$ cat src/rtl/mips_muldiv_pkg.sv
// mips_muldiv_pkg
// Shared definitions for the HI/LO multiply/divide unit. The ALU decode and
// the control unit import this package as well.
//   muldiv_op_t    : op encodings carried on the op port (MULT, MULTU, DIV, DIVU)
//   muldiv_state_t : FSM states of mips_muldiv_unit
package mips_muldiv_pkg;

  localparam logic [1:0] OP_ENC_MULT  = 2'b00;
  localparam logic [1:0] OP_ENC_MULTU = 2'b01;
  localparam logic [1:0] OP_ENC_DIV   = 2'b10;
  localparam logic [1:0] OP_ENC_DIVU  = 2'b11;

  typedef enum logic [1:0] {
    MULT  = OP_ENC_MULT,
    MULTU = OP_ENC_MULTU,
    DIV   = OP_ENC_DIV,
    DIVU  = OP_ENC_DIVU
  } muldiv_op_t;

  typedef enum logic [1:0] {
    IDLE,
    CALC,
    FIX
  } muldiv_state_t;

  function automatic logic op_is_div(input muldiv_op_t o);
    return (o == DIV) || (o == DIVU);
  endfunction

  function automatic logic op_is_signed(input muldiv_op_t o);
    return (o == MULT) || (o == DIV);
  endfunction

endpackage

$ cat src/rtl/mips_muldiv_unit_step.sv
// muldiv_step
// One combinational radix-2 step on the {accumulator, operand} pair.
//   is_div  in  : 1 = restoring shift-subtract step, 0 = shift-add step
//   acc_in  in  : 2*WIDTH accumulator; mul {partial, multiplier}, div {rem, dividend/quotient}
//   operand in  : multiplicand (mul) or divisor (div) magnitude
//   acc_out out : accumulator after one step
module muldiv_step
  import mips_muldiv_pkg::*;
#(
  parameter int WIDTH = 32
) (
  input  logic                 is_div,
  input  logic [2*WIDTH-1:0]   acc_in,
  input  logic [WIDTH-1:0]     operand,
  output logic [2*WIDTH-1:0]   acc_out
);

  logic [WIDTH:0] sum;
  logic [WIDTH:0] cand;
  logic [WIDTH:0] diff;

  always_comb begin
    // mul: add multiplicand when the multiplier LSB is set, then shift the
    // whole {carry, partial, multiplier} right by one
    sum  = {1'b0, acc_in[2*WIDTH-1:WIDTH]} + {1'b0, (acc_in[0] ? operand : '0)};
    // div: shift the next dividend bit into the remainder and try to subtract
    cand = acc_in[2*WIDTH-1:WIDTH-1];
    diff = cand - {1'b0, operand};
    if (is_div) begin
      if (diff[WIDTH]) acc_out = {cand[WIDTH-1:0], acc_in[WIDTH-2:0], 1'b0};
      else             acc_out = {diff[WIDTH-1:0], acc_in[WIDTH-2:0], 1'b1};
    end else begin
      acc_out = {sum, acc_in[WIDTH-1:1]};
    end
  end

endmodule

$ cat src/rtl/mips_muldiv_unit.sv
// mips_muldiv_unit
// Iterative multiply/divide unit owning the MIPS HI/LO registers.
//   clk, reset (sync, active-high)
//   start, op, a, b    : launch MULT/MULTU/DIV/DIVU, sampled only when not busy
//   hi_we, lo_we, wdata: MTHI/MTLO writes, honoured only in IDLE
//   busy               : operation in flight (N+1 cycles, N = WIDTH/BITS_PER_CYCLE)
//   done               : one-cycle pulse with the new HI/LO visible
//   div_by_zero        : pulses with done for a zero divisor; HI/LO untouched
//   hi, lo             : HI and LO registers
//
// state | meaning
// IDLE  | accepts start and MTHI/MTLO
// CALC  | BITS_PER_CYCLE steps per clock for N clocks
// FIX   | sign correction, HI/LO write, done pulse
module mips_muldiv_unit
  import mips_muldiv_pkg::*;
#(
  parameter int WIDTH          = 32,
  parameter int BITS_PER_CYCLE = 1
) (
  input  logic             clk,
  input  logic             reset,
  input  logic             start,
  input  logic [1:0]       op,
  input  logic [WIDTH-1:0] a,
  input  logic [WIDTH-1:0] b,
  input  logic             hi_we,
  input  logic             lo_we,
  input  logic [WIDTH-1:0] wdata,
  output logic             busy,
  output logic             done,
  output logic             div_by_zero,
  output logic [WIDTH-1:0] hi,
  output logic [WIDTH-1:0] lo
);

  localparam int N  = WIDTH / BITS_PER_CYCLE;
  localparam int CW = $clog2(N + 1);
  localparam logic [CW-1:0] LAST = CW'(N - 1);

  muldiv_state_t    state;
  muldiv_op_t       op_r;
  logic [WIDTH-1:0] mag_b;
  logic [2*WIDTH-1:0] acc;
  logic [CW-1:0]    cnt;
  logic             neg_res;
  logic             neg_rem;
  logic             zero_div;

  // operand capture
  muldiv_op_t       op_in;
  logic             a_neg, b_neg;
  logic [WIDTH-1:0] a_mag, b_mag;

  assign op_in = muldiv_op_t'(op);
  assign a_neg = op_is_signed(op_in) & a[WIDTH-1];
  assign b_neg = op_is_signed(op_in) & b[WIDTH-1];
  // -2^(WIDTH-1) negates to itself, which is the correct unsigned magnitude
  assign a_mag = a_neg ? -a : a;
  assign b_mag = b_neg ? -b : b;

  // step chain
  logic                 is_div;
  logic [2*WIDTH-1:0]   chain [BITS_PER_CYCLE+1];

  assign is_div   = op_is_div(op_r);
  assign chain[0] = acc;

  for (genvar i = 0; i < BITS_PER_CYCLE; i++) begin : g_step
    muldiv_step #(.WIDTH(WIDTH)) u_step (
      .is_div  (is_div),
      .acc_in  (chain[i]),
      .operand (mag_b),
      .acc_out (chain[i+1])
    );
  end

  // sign correction; quotient and remainder are negated independently
  logic [2*WIDTH-1:0] prod_fix;
  logic [WIDTH-1:0]   quot_fix, rem_fix;
  logic [2*WIDTH-1:0] result;

  assign prod_fix = neg_res ? -acc : acc;
  assign quot_fix = neg_res ? -acc[WIDTH-1:0] : acc[WIDTH-1:0];
  assign rem_fix  = neg_rem ? -acc[2*WIDTH-1:WIDTH] : acc[2*WIDTH-1:WIDTH];
  assign result   = is_div ? {rem_fix, quot_fix} : prod_fix;

  always_ff @(posedge clk) begin
    if (reset) begin
      state       <= IDLE;
      op_r        <= MULT;
      mag_b       <= '0;
      acc         <= '0;
      cnt         <= '0;
      neg_res     <= 1'b0;
      neg_rem     <= 1'b0;
      zero_div    <= 1'b0;
      busy        <= 1'b0;
      done        <= 1'b0;
      div_by_zero <= 1'b0;
      hi          <= '0;
      lo          <= '0;
    end else begin
      done        <= 1'b0;
      div_by_zero <= 1'b0;
      case (state)
        IDLE: begin
          if (hi_we) hi <= wdata;
          if (lo_we) lo <= wdata;
          if (start) begin
            op_r     <= op_in;
            mag_b    <= b_mag;
            acc      <= {{WIDTH{1'b0}}, a_mag};
            cnt      <= '0;
            neg_res  <= a_neg ^ b_neg;
            neg_rem  <= a_neg;
            zero_div <= op_is_div(op_in) && (b == '0);
            busy     <= 1'b1;
            state    <= CALC;
          end
        end
        CALC: begin
          acc <= chain[BITS_PER_CYCLE];
          cnt <= cnt + CW'(1);
          if (cnt == LAST) state <= FIX;
        end
        FIX: begin
          if (!zero_div) begin
            hi <= result[2*WIDTH-1:WIDTH];
            lo <= result[WIDTH-1:0];
          end
          busy        <= 1'b0;
          done        <= 1'b1;
          div_by_zero <= zero_div;
          state       <= IDLE;
        end
        default: state <= IDLE;
      endcase
    end
  end

endmodule

$ cat config.mk
export PLATFORM = sky130hd
export DESIGN_NAME = mips_muldiv_unit
export DESIGN_NICKNAME = d
export VERILOG_FILES = /design/src/rtl/mips_muldiv_pkg.sv /design/src/rtl/mips_muldiv_unit_step.sv /design/src/rtl/mips_muldiv_unit.sv
export SDC_FILE = /design/constraint.sdc
export NUM_CORES = 1
export LEC_CHECK = 0
export CELL_PAD_IN_SITES_DETAIL_PLACEMENT = 0
export CELL_PAD_IN_SITES_GLOBAL_PLACEMENT = 1
export CORE_MARGIN = 10
export CORE_UTILIZATION = 38
export DETAILED_ROUTE_END_ITERATION = 8
export PLACE_DENSITY = 0.75
export SLEW_MARGIN = 5
export SYNTH_ARGS = -nofsm -noshare
export SYNTH_HDL_FRONTEND = slang
export SYNTH_SLANG_ARGS = --single-unit
$ cat constraint.sdc
create_clock -name clk -period 3.28 [get_ports clk]
set_input_delay 0.492 -clock clk [delete_from_list [all_inputs] [get_ports clk]]
set_output_delay 0.492 -clock clk [all_outputs]
set_load 0.05 [all_outputs]
### Word-level counts from Yosys, hierarchy flattened

Index checks and enable logic that the tools add are counted.
W data, S select, Z words.

| word-level totals | value |
|---|---|
| word-level logic and storage cells | 78 |
| flip-flop bits (word level) | 176 |
| input bits | 103 |
| output and inout port bits | 67 |

| cells by class | value |
|---|---|
| equality and inequality tests | 12 |
| bitwise gates (word level) | 4 |
| reductions and logical operators | 16 |
| $add $sub $neg | 8 |
| muxes and demuxes | 25 |

Operator list:

| kind | count |
|---|---|
| $mux W64 | 5 |
| $mux W32 | 9 |
| $neg A32 Y32 | 4 |
| $pmux W32 S2 | 2 |
| $pmux W64 S2 | 1 |
| $neg A64 Y64 | 1 |
| $add A32 B32 Y33 | 1 |
| $sub A33 B32 Y33 | 1 |
| $logic_not A32 Y1 | 1 |
| $pmux W6 S2 | 1 |
| $eq A2 B2 Y1 const B | 5 |
| $ne A2 B2 Y1 const B | 5 |
| $reduce_and A2 Y1 | 4 |
| $add A6 B1 Y6 const B | 1 |
| $eq A6 B5 Y1 const B | 1 |
| $mux W6 | 1 |
| $reduce_and A3 Y1 | 2 |
| $logic_not A2 Y1 | 2 |
| $mux W2 | 2 |
| $pmux W2 S2 | 1 |
| $reduce_bool A2 Y1 | 2 |
| $logic_or A1 B1 Y1 | 3 |
| $and A1 B1 Y1 | 2 |
| $eq A2 B1 Y1 const B | 1 |
| 6 further kinds | 7 |

### Logic depth before layout (Yosys ltp)

Gate-level depths: netlist (run 1).

| logic depth | value |
|---|---|
| depth after elaboration | 6 |
| gate-level depth with buffers | 15 |
| depth with buffers taken out | 13 |

### Cells and area by module

A second synthesis (run 1) with hierarchy kept.

| second synthesis, totals | value |
|---|---|
| cells, all modules | 1945 |
| area, all modules | 14661.6 um^2 |

Modules (own cells, without submodules):

| module | times used | cells each | area each (um^2) | seq. area each (um^2) |
|---|---|---|---|---|
| mips_muldiv_unit | 1 | 1251 | 9894.5 | 3503.4 |
| muldiv_step | 1 | 694 | 4767.1 | 0.0 |

### Least setup slack after synthesis (run 1)

Ideal clock, no wire load.

| path | value |
|---|---|
| path type | flip-flop to flip-flop |
| start | register acc[0] |
| end | register acc[61] |
| data arrival time | 3.310 ns |
| slack | -0.162 ns |
| data required time | 3.148 ns |
| cell stages (with the launch flop) | 15 |
| setup time | 0.132 ns |
| buffers on the path | 1 |
| clock period less this slack | 3.442 ns |
| cells stage by stage | dfxtp_1 clkbuf_1 and2_1 ha_1 inv_1 fa_1 nand2b_1 a21oi_1 a2111oi_0 o31ai_1 a22oi_1 o21ai_0 a21o_1 a21oi_1 or3b_2 |

| on the way | value |
|---|---|
| word-level cells in the longest chain between the ends | 4 |

Ends and longest elaborated chain:

| element | line | source |
|---|---|---|
| start, declared | mips_muldiv_unit.sv:44 | `logic [2*WIDTH-1:0] acc;` |
| start signal, assigned | mips_muldiv_unit.sv:113 | `acc <= {{WIDTH{1'b0}}, a_mag};` |
| start signal, assigned | mips_muldiv_unit.sv:123 | `acc <= chain[BITS_PER_CYCLE];` |
| $mux W32 | mips_muldiv_unit_step.sv:25 | `sum = {1'b0, acc_in[2*WIDTH-1:WIDTH]} + {1'b0, (acc_in[0] ? operand : '0)};` |
| $add A32 B32 Y33 | mips_muldiv_unit_step.sv:25 |  |
| $mux W64 | mips_muldiv_unit_step.sv:29 | `if (is_div) begin` |
| $pmux W64 S2 | mips_muldiv_unit.sv:106 | `case (state)` |

No other way between the ends.
A chain may end at the register's enable or synchronous reset.

### Worst setup path after layout (run 1)

| path | value |
|---|---|
| start | register acc[0] |
| end | register acc[62] |

The elaborated chain is that of the path after synthesis.

==> results_tabular.tex, run 1 <==
\begin{tabular}{lr}
\hline
Metric & Value \\
\hline
\multicolumn{2}{l}{\textbf{Global routing}} \\
Global-route wire length before repair & around 80000 um \\
Via count of the first global-routing pass & approximately 14000 \\
Remaining global-route overflow & 0 \\
Antenna violations before repair & 2 \\
Pin count of the biggest net entering global routing & 70 \\
GRT Overall Usage & 22.7\% \\
\multicolumn{2}{l}{\textbf{Synth}} \\
Number of synthesized flops with an enable pin & 0 \\
Post-synthesis net count & approximately 2000 \\
Total number of yosys warnings & 0 \\
Cell variety after synth & 68 \\
Syn Area/Cell & $\sim$7.4 sq um \\
FF+latch count, synth & about 180 \\
Mapped Area & about 0.014 sq mm \\
Main synth FF type & sky130\_fd\_sc\_hd\_\_dfxtp\_1 \\
Post-synthesis async set-or-reset flop share & 0\% \\
Instance count of the mapped netlist & roughly 1900 \\
Post-synthesis sequential area ratio & about a quarter \\
\multicolumn{2}{l}{\textbf{CTS}} \\
Quantity of hold-fixing buffers added after cts & 0 \\
CTS clk-pin slew, worst paths & 0.08 ns \\
CTS Buf Count & 17 \\
Largest buffer count on any clock path & 2 \\
H-tree Lvls & 4 \\
Clock latency on the worst-skew pair & 0.45 ns \\
CTS tree & done \\
Total clock sinks & 175 \\
Cell at the root of the clock tree & sky130\_fd\_sc\_hd\_\_clkbuf\_16 \\
\multicolumn{2}{l}{\textbf{Floorplan}} \\
Die Outline Area & about 0.045 sq mm \\
Std cell rows & 69 \\
I/O pin count & between 150 and 200 \\
Vertical die dimension & 211 um \\
Starting density of the core & 38.7\% \\
Core region area & 0.0358 sq mm \\
Die width & roughly 210 um \\
\multicolumn{2}{l}{\textbf{Route}} \\
ANT nets after route & 0 \\
Routed length per instance & 20.1 um \\
Per-cell via count in the routed design & 5.74 \\
Detailed router's first-iteration violation count & 1214 \\
Number of vias in the routed layout & $\sim$15000 \\
DRC violation count after routing & 0 \\
Drt pass-1 iters & 5 \\
Final wirelength & around 52000 um \\
\multicolumn{2}{l}{\textbf{Place}} \\
Post-place setup slack & -0.121 ns \\
I/O Buffers & 169 \\
Post-detailed-placement half-perimeter wirelength & around 41000 um \\
Global placer's final weighted congestion & about 0.92 \\
\multicolumn{2}{l}{\textbf{STA}} \\
Count of final hold-check violations & 0 \\
Minimum clock period & about 3.2 ns \\
Final worst-path cycle share & between 90\% and 100\% \\
RSZ-0062 raised after global routing & true \\
Relative max-transition margin & 21.3\% \\
Worst slack on hold paths & about 0.37 ns \\
Max-slew violations & 0 \\
Slew at the pin closest to its max-slew limit & approximately 1.2 ns \\
Final critical-path setup slack & about 0.09 ns \\
Maximum frequency from static timing analysis & 0.313 GHz \\
Setup violation total in the final timing report & 0 \\
Worst-case clock skew & roughly 0.014 ns \\
\multicolumn{2}{l}{\textbf{Setup path}} \\
Worst path most repeated cell & sky130\_fd\_sc\_hd\_\_buf\_4 \\
Total number of cells along the worst setup path & 14 \\
Launching point of the worst reg2reg path & acc[0] \\
End of the critical path & acc[62] \\
Maximum fanout along the worst path & 12 \\
Worst R2R Path Depth & 14 \\
Crit-path leading delay family & simple AND/OR/NAND/NOR gates \\
Arrival time at the worst endpoint & about 3.5 ns \\
Max incr delay on CP & about 0.38 ns \\
Required time reported for the critical path endpoint & $\sim$3.6 ns \\
Destination of the worst register-to-register timing path & acc[62] \\
CP Launch Type & flop \\
Ordered cell list for the critical path & inv\_4 -> buf\_4 -> buf\_12 -> nor2\_1 -> ha\_1 -> nand2\_1 -> or2\_2 -> nor4\_2 -> nor3\_1 -> buf\_4 -> a21oi\_2 -> a31oi\_1 -> xnor2\_1 -> a221o\_1 \\
Kind of end point of the critical path & flop \\
Category of the critical setup timing path & reg -> reg \\
Worst reg-to-reg setup slack & 0.09 ns \\
Highest-delay cell along the critical path & sky130\_fd\_sc\_hd\_\_or2\_2 \\
Worst Setup SP & acc[0] \\
Number of buffers and inverters on the critical path & 4 \\
\multicolumn{2}{l}{\textbf{Layout}} \\
Diodes inserted & 0 \\
Total Nets Final & 2294 \\
Most frequent standard cell in the layout excluding fill and tap cells & sky130\_fd\_sc\_hd\_\_nor2\_1 \\
Final core utilization & 50.5\% \\
Layout cell share with drive strength beyond 1 & 14.2\% \\
Most used cells in the layout excluding fill and tap cells & 238 x sky130\_fd\_sc\_hd\_\_nor2\_1, 185 x sky130\_fd\_sc\_hd\_\_buf\_4, 172 x sky130\_fd\_sc\_hd\_\_dfxtp\_1, 168 x sky130\_fd\_sc\_hd\_\_clkdlybuf4s50\_1, 161 x sky130\_fd\_sc\_hd\_\_a21oi\_1 \\
Post-synthesis to final-layout area growth & 30.5\% \\
\multicolumn{2}{l}{\textbf{Pwr}} \\
Cell leakage power & slightly above 0.007 uW \\
Power per Cell Area & 378 mW/mm\^{}2 \\
Largest voltage drop on the vdd net & approximately 350 uV \\
\multicolumn{2}{l}{\textbf{Outcome}} \\
Result of the run & finished, final reports clean \\
\multicolumn{2}{l}{\textbf{Job}} \\
Count of maximum capacitance violations & 0 \\
\multicolumn{2}{l}{\textbf{Min path}} \\
Worst min-delay path category & in -> reg \\
\hline
\end{tabular}
-- per-layer routing --
layer | vias to the layer above | track usage [%] | wire length, um
met3 | 55 | 3.55 | 2690
li1 | 7322 | - | -
met5 | - | 0 | 27
met4 | 4 | 5.37 | 996
met1 | 7113 | 31.7 | 24800
met2 | 385 | 35.7 | 23700
-- state kept, by name (all words and copies together), names as in the netlist --
signal and flops:
neg_rem 1, done 1, op_r 1, neg_res 1
lo 32, cnt 6, hi 32, div_by_zero 1
zero_div 1, state 2, acc 64, mag_b 32
busy 1
-- layout make-up --
cell class / instances / area (sq um)
Clock inverter: 15 / 161
Fill cell: 3514 / 17700
Multi-Input combinational cell: 1508 / 10000
Timing Repair Buffer: 359 / 3160
Clock buffer: 17 / 425
Inverter: 59 / 224
Tap cell: 461 / 577
Sequential cell: 175 / 3510
-- timing repair --
| action | in CTS | in global routing |
|---|---|---|
| pin swaps | 4 | 17 |
| buffers inserted | 4 | 6 |
| gates resized for setup | 11 | 56 |
| endpoints found under the setup margin | 8 | 32 |
-- report_power, final --
group / internal, uW / switching (uW) / total [uW]
combinational: 969 / 1390 / 2360
sequential: 2270 / 132 / 2400
clock: 1030 / 1060 / 2080
-- cell usage after synthesis (5+ instances only) --
| cell | count | area (sq um) |
|---|---|---|
| sky130_fd_sc_hd__a31oi_1 | 19 | 119 |
| sky130_fd_sc_hd__o41ai_1 | 18 | 158 |
| sky130_fd_sc_hd__a311oi_1 | 24 | 210 |
| sky130_fd_sc_hd__a221o_1 | 5 | 50.1 |
| sky130_fd_sc_hd__nand4_1 | 11 | 68.8 |
| sky130_fd_sc_hd__nor3_1 | 41 | 205 |
| sky130_fd_sc_hd__clkbuf_1 | 106 | 398 |
| sky130_fd_sc_hd__and4_1 | 5 | 43.8 |
| sky130_fd_sc_hd__a21boi_0 | 5 | 37.5 |
| sky130_fd_sc_hd__nor2_1 | 241 | 905 |
| sky130_fd_sc_hd__o31ai_1 | 20 | 150 |
| sky130_fd_sc_hd__o211ai_1 | 13 | 97.6 |
| sky130_fd_sc_hd__o21ai_0 | 119 | 596 |
| sky130_fd_sc_hd__a21o_1 | 31 | 233 |
| sky130_fd_sc_hd__or4_1 | 12 | 90.1 |
| sky130_fd_sc_hd__dfxtp_1 | 175 | 3500 |
| sky130_fd_sc_hd__nand3_1 | 25 | 125 |
| sky130_fd_sc_hd__nor3b_1 | 5 | 37.5 |
| sky130_fd_sc_hd__nor4_1 | 17 | 106 |
| sky130_fd_sc_hd__a21oi_1 | 170 | 851 |
| sky130_fd_sc_hd__and3_1 | 10 | 62.6 |
| sky130_fd_sc_hd__ha_1 | 69 | 863 |
| sky130_fd_sc_hd__buf_1 | 12 | 45.0 |
| sky130_fd_sc_hd__xor2_1 | 84 | 736 |
| sky130_fd_sc_hd__or3_1 | 32 | 200 |
| sky130_fd_sc_hd__nor2b_1 | 15 | 93.8 |
| sky130_fd_sc_hd__nand2b_1 | 27 | 169 |
| sky130_fd_sc_hd__or2_2 | 7 | 43.8 |
| sky130_fd_sc_hd__and2_1 | 8 | 50.1 |
| sky130_fd_sc_hd__o21bai_1 | 5 | 37.5 |
| sky130_fd_sc_hd__xnor2_1 | 73 | 639 |
| sky130_fd_sc_hd__a22oi_1 | 15 | 113 |
| sky130_fd_sc_hd__a211oi_1 | 120 | 901 |
| sky130_fd_sc_hd__inv_1 | 59 | 221 |
| sky130_fd_sc_hd__a211o_1 | 6 | 52.6 |
| sky130_fd_sc_hd__nand3b_1 | 8 | 60.1 |
| sky130_fd_sc_hd__mux2i_1 | 52 | 521 |
| sky130_fd_sc_hd__nand2_1 | 139 | 522 |
-- worst min path at each step --
stage                     depth (start not counted)         to       from
final                                             2       done      reset
after floorplan                                   2  mag_b[31]  mag_b[31]
after detailed placement                          2     hi[11]     hi[11]
after CTS                                         2       done      reset
after global placement                            2     hi[19]     hi[19]
after global routing                              2       done      reset
-- cell families (layout without fill, tap and decap cells) --
| family | Yosys count | after routing | synth area share, % |
|---|---|---|---|
| XOR/XNOR | 157 | 157 | 9.91 |
| AND/OR/NAND/NOR | 619 | 619 | 21.2 |
| flip-flops | 175 | 175 | 25.3 |
| multiplexers | 56 | 56 | 4.08 |
| buffers and inverters | 180 | 450 | 4.90 |
| adder cells (fa/ha/maj) | 71 | 71 | 6.51 |
| AO/OA/AOI/OAI | 605 | 605 | 28.2 |
-- worst register-to-register path: cells and delay by family, from the launching register on --
kind	cells	cell delay [ns]
adder cells (fa/ha/maj)	1	0.36
XOR/XNOR	1	0.14
buffers and inverters	4	0.56
AND/OR/NAND/NOR	5	1.00
AO/OA/AOI/OAI	3	0.67
flip-flops	1	0.37
-- through the flow --
stage | cells | TNS, ns | cell area (sq um) | total power (uW)
finish | 2594 | 0 | 18100 | 6840
global route | 2594 | -0.0483 | 18100 | 7180
CTS | 2588 | 0 | 17800 | 6800
detailed placement | 2552 | -0.556 | 17100 | 4710
global placement | 2552 | -0.128 | 17100 | 4690
floorplan | 1863 | 0 | 13900 | 3820
Power figures use the tool's default switching activity.
==> run 2: changes to the inputs <==
- SKIP_CTS_REPAIR_TIMING: not set -> 1
==> results_tabular.tex, run 2 (synthesized netlist as in run 1, its figures left out) <==
\begin{tabular}{lr}
\hline
Metric & Value \\
\hline
\multicolumn{2}{l}{\textbf{CTS}} \\
Total clock sinks & 175 \\
CTS tree & done \\
CTS clk-pin slew, worst paths & 0.08 ns \\
CTS Buf Count & 17 \\
Cell at the root of the clock tree & sky130\_fd\_sc\_hd\_\_clkbuf\_16 \\
Clock latency on the worst-skew pair & about 0.45 ns \\
H-tree Lvls & 4 \\
Largest buffer count on any clock path & 2 \\
\multicolumn{2}{l}{\textbf{Pwr}} \\
Largest voltage drop on the vdd net & around 350 uV \\
Cell leakage power & between 0.007 and 0.008 uW \\
Power per Cell Area & between 300 and 400 mW/mm\^{}2 \\
\multicolumn{2}{l}{\textbf{Global routing}} \\
Via count of the first global-routing pass & 13965 \\
Antenna violations before repair & 2 \\
Global-route wire length before repair & around 80000 um \\
Remaining global-route overflow & 0 \\
Pin count of the biggest net entering global routing & 70 \\
GRT Overall Usage & 22.6\% \\
\multicolumn{2}{l}{\textbf{Setup path}} \\
Arrival time at the worst endpoint & about 3.5 ns \\
Worst Setup SP & acc[50] \\
Kind of end point of the critical path & flop \\
Launching point of the worst reg2reg path & acc[50] \\
Required time reported for the critical path endpoint & about 3.6 ns \\
Maximum fanout along the worst path & 6 \\
Category of the critical setup timing path & reg -> reg \\
Worst R2R Path Depth & 10 \\
CP Launch Type & flop \\
\multicolumn{2}{l}{\textbf{STA}} \\
Relative max-transition margin & roughly 24\% \\
Final worst-path cycle share & between 90\% and 100\% \\
Max-slew violations & 0 \\
Worst-case clock skew & $\sim$0.014 ns \\
RSZ-0062 raised after global routing & true \\
Setup violation total in the final timing report & 0 \\
Count of final hold-check violations & 0 \\
Slew at the pin closest to its max-slew limit & approximately 1.1 ns \\
Minimum clock period & between 3 and 4 ns \\
Maximum frequency from static timing analysis & $\sim$0.32 GHz \\
Final critical-path setup slack & between 0.1 and 0.15 ns \\
\multicolumn{2}{l}{\textbf{Route}} \\
Detailed router's first-iteration violation count & roughly 1200 \\
Number of vias in the routed layout & 14835 \\
DRC violation count after routing & 0 \\
Drt pass-1 iters & 5 \\
Routed length per instance & between 20 and 25 um \\
Per-cell via count in the routed design & between 5 and 6 \\
ANT nets after route & 0 \\
Final wirelength & between 50000 and 60000 um \\
\multicolumn{2}{l}{\textbf{Floorplan}} \\
Die width & 211 um \\
Core region area & between 0.03 and 0.04 sq mm \\
Starting density of the core & between 30\% and 40\% \\
Vertical die dimension & 211 um \\
I/O pin count & between 150 and 200 \\
Die Outline Area & 0.0446 sq mm \\
Std cell rows & slightly below 70 \\
\multicolumn{2}{l}{\textbf{Layout}} \\
Post-synthesis to final-layout area growth & 29.9\% \\
Sequential standard cell area & 0.00351 sq mm \\
Most frequent standard cell in the layout excluding fill and tap cells & sky130\_fd\_sc\_hd\_\_nor2\_1 \\
Total Nets Final & roughly 2300 \\
Layout cell share with drive strength beyond 1 & between 10\% and 20\% \\
Final core utilization & between 50\% and 60\% \\
Diodes inserted & 0 \\
Most used cells in the layout excluding fill and tap cells & 238 x sky130\_fd\_sc\_hd\_\_nor2\_1, 185 x sky130\_fd\_sc\_hd\_\_buf\_4, 172 x sky130\_fd\_sc\_hd\_\_dfxtp\_1, 168 x sky130\_fd\_sc\_hd\_\_clkdlybuf4s50\_1, 164 x sky130\_fd\_sc\_hd\_\_a21oi\_1 \\
Largest register by flop count & acc \\
Combined area of the multi-input logic cells & around 0.010 sq mm \\
Number of filler cells placed in the layout & 3522 \\
Flip-flop count of the largest register after layout & 64 \\
\multicolumn{2}{l}{\textbf{Place}} \\
Post-place setup slack & -0.121 ns \\
Post-detailed-placement half-perimeter wirelength & $\sim$41000 um \\
I/O Buffers & roughly 170 \\
Global placer's final weighted congestion & approximately 0.9 \\
\multicolumn{2}{l}{\textbf{Outcome}} \\
Result of the run & finished, final reports clean \\
\multicolumn{2}{l}{\textbf{Job}} \\
Count of maximum capacitance violations & 0 \\
\multicolumn{2}{l}{\textbf{Min path}} \\
Cell count of the worst hold path & 2 \\
Worst Hold Launch & reset \\
Worst min-delay path category & in -> reg \\
\hline
\end{tabular}
run 2: cell count changes in the layout (fill, tap and decap cells not counted), moves of 2 or more:
cell and change:
sky130_fd_sc_hd__ha_4 -2, sky130_fd_sc_hd__a21oi_2 -3, sky130_fd_sc_hd__ha_1 +3, sky130_fd_sc_hd__a21oi_1 +3, sky130_fd_sc_hd__o31ai_1 +2, sky130_fd_sc_hd__o21ai_2 +2
run 2: metal layers:
layer	track usage, %	share of wire (%)	vias up
met5	0	0.044	-
met1	31.7	47	7029
met2	35.6	45	417
li1	-	-	7323
met3	3.55	5.9	62
met4	5.37	1.9	4
run 2: critical path, stage by stage (launching register included):
cell and delay, ns:
sky130_fd_sc_hd__dfxtp_1 0.33, sky130_fd_sc_hd__buf_4 0.17, sky130_fd_sc_hd__or4_4 0.48, sky130_fd_sc_hd__or3_4 0.38, sky130_fd_sc_hd__or3_4 0.37, sky130_fd_sc_hd__or3_4 0.36, sky130_fd_sc_hd__or4_1 0.43, sky130_fd_sc_hd__o21ai_2 0.14
sky130_fd_sc_hd__xnor2_1 0.13, sky130_fd_sc_hd__nor2_1 0.05, sky130_fd_sc_hd__o41ai_1 0.22
run 2: worst paths after layout:
kind / endpoint / slack, ns
max: hi[31] / 0.11
max reg2reg: hi[31] / 0.11
min reg2reg: hi[0] / 0.46
min: done / 0.37
run 2: through the flow:
step                      std cells  TNS (ns)  power, uW  hold slack, ns  area (sq um)
after floorplan                1863         0       3820           0.432         13900
after global placement         2552    -0.128       4690           0.438         17100
after detailed placement       2552    -0.556       4710           0.443         17100
after CTS                      2584    -0.654       6790           0.358         17700
after global routing           2593   -0.0275       7170           0.361         18000
final                          2593         0       6830           0.371         18000
run 2: final cells by class:
class                           count  area share (%)
Clock buffer                       17            2.36
Clock inverter                     15           0.896
Inverter                           59            1.24
Multi-Input combinational cell   1508            55.3
Sequential cell                   175            19.5
Tap cell                          461            3.20
Timing Repair Buffer              358            17.5
run 2: where the power goes:
part,total [uW],switching (uW),internal (uW)
Combinational,2350,1380,965
Clock,2090,1060,1030
Sequential,2400,132,2270
Total,6830,2570,4260
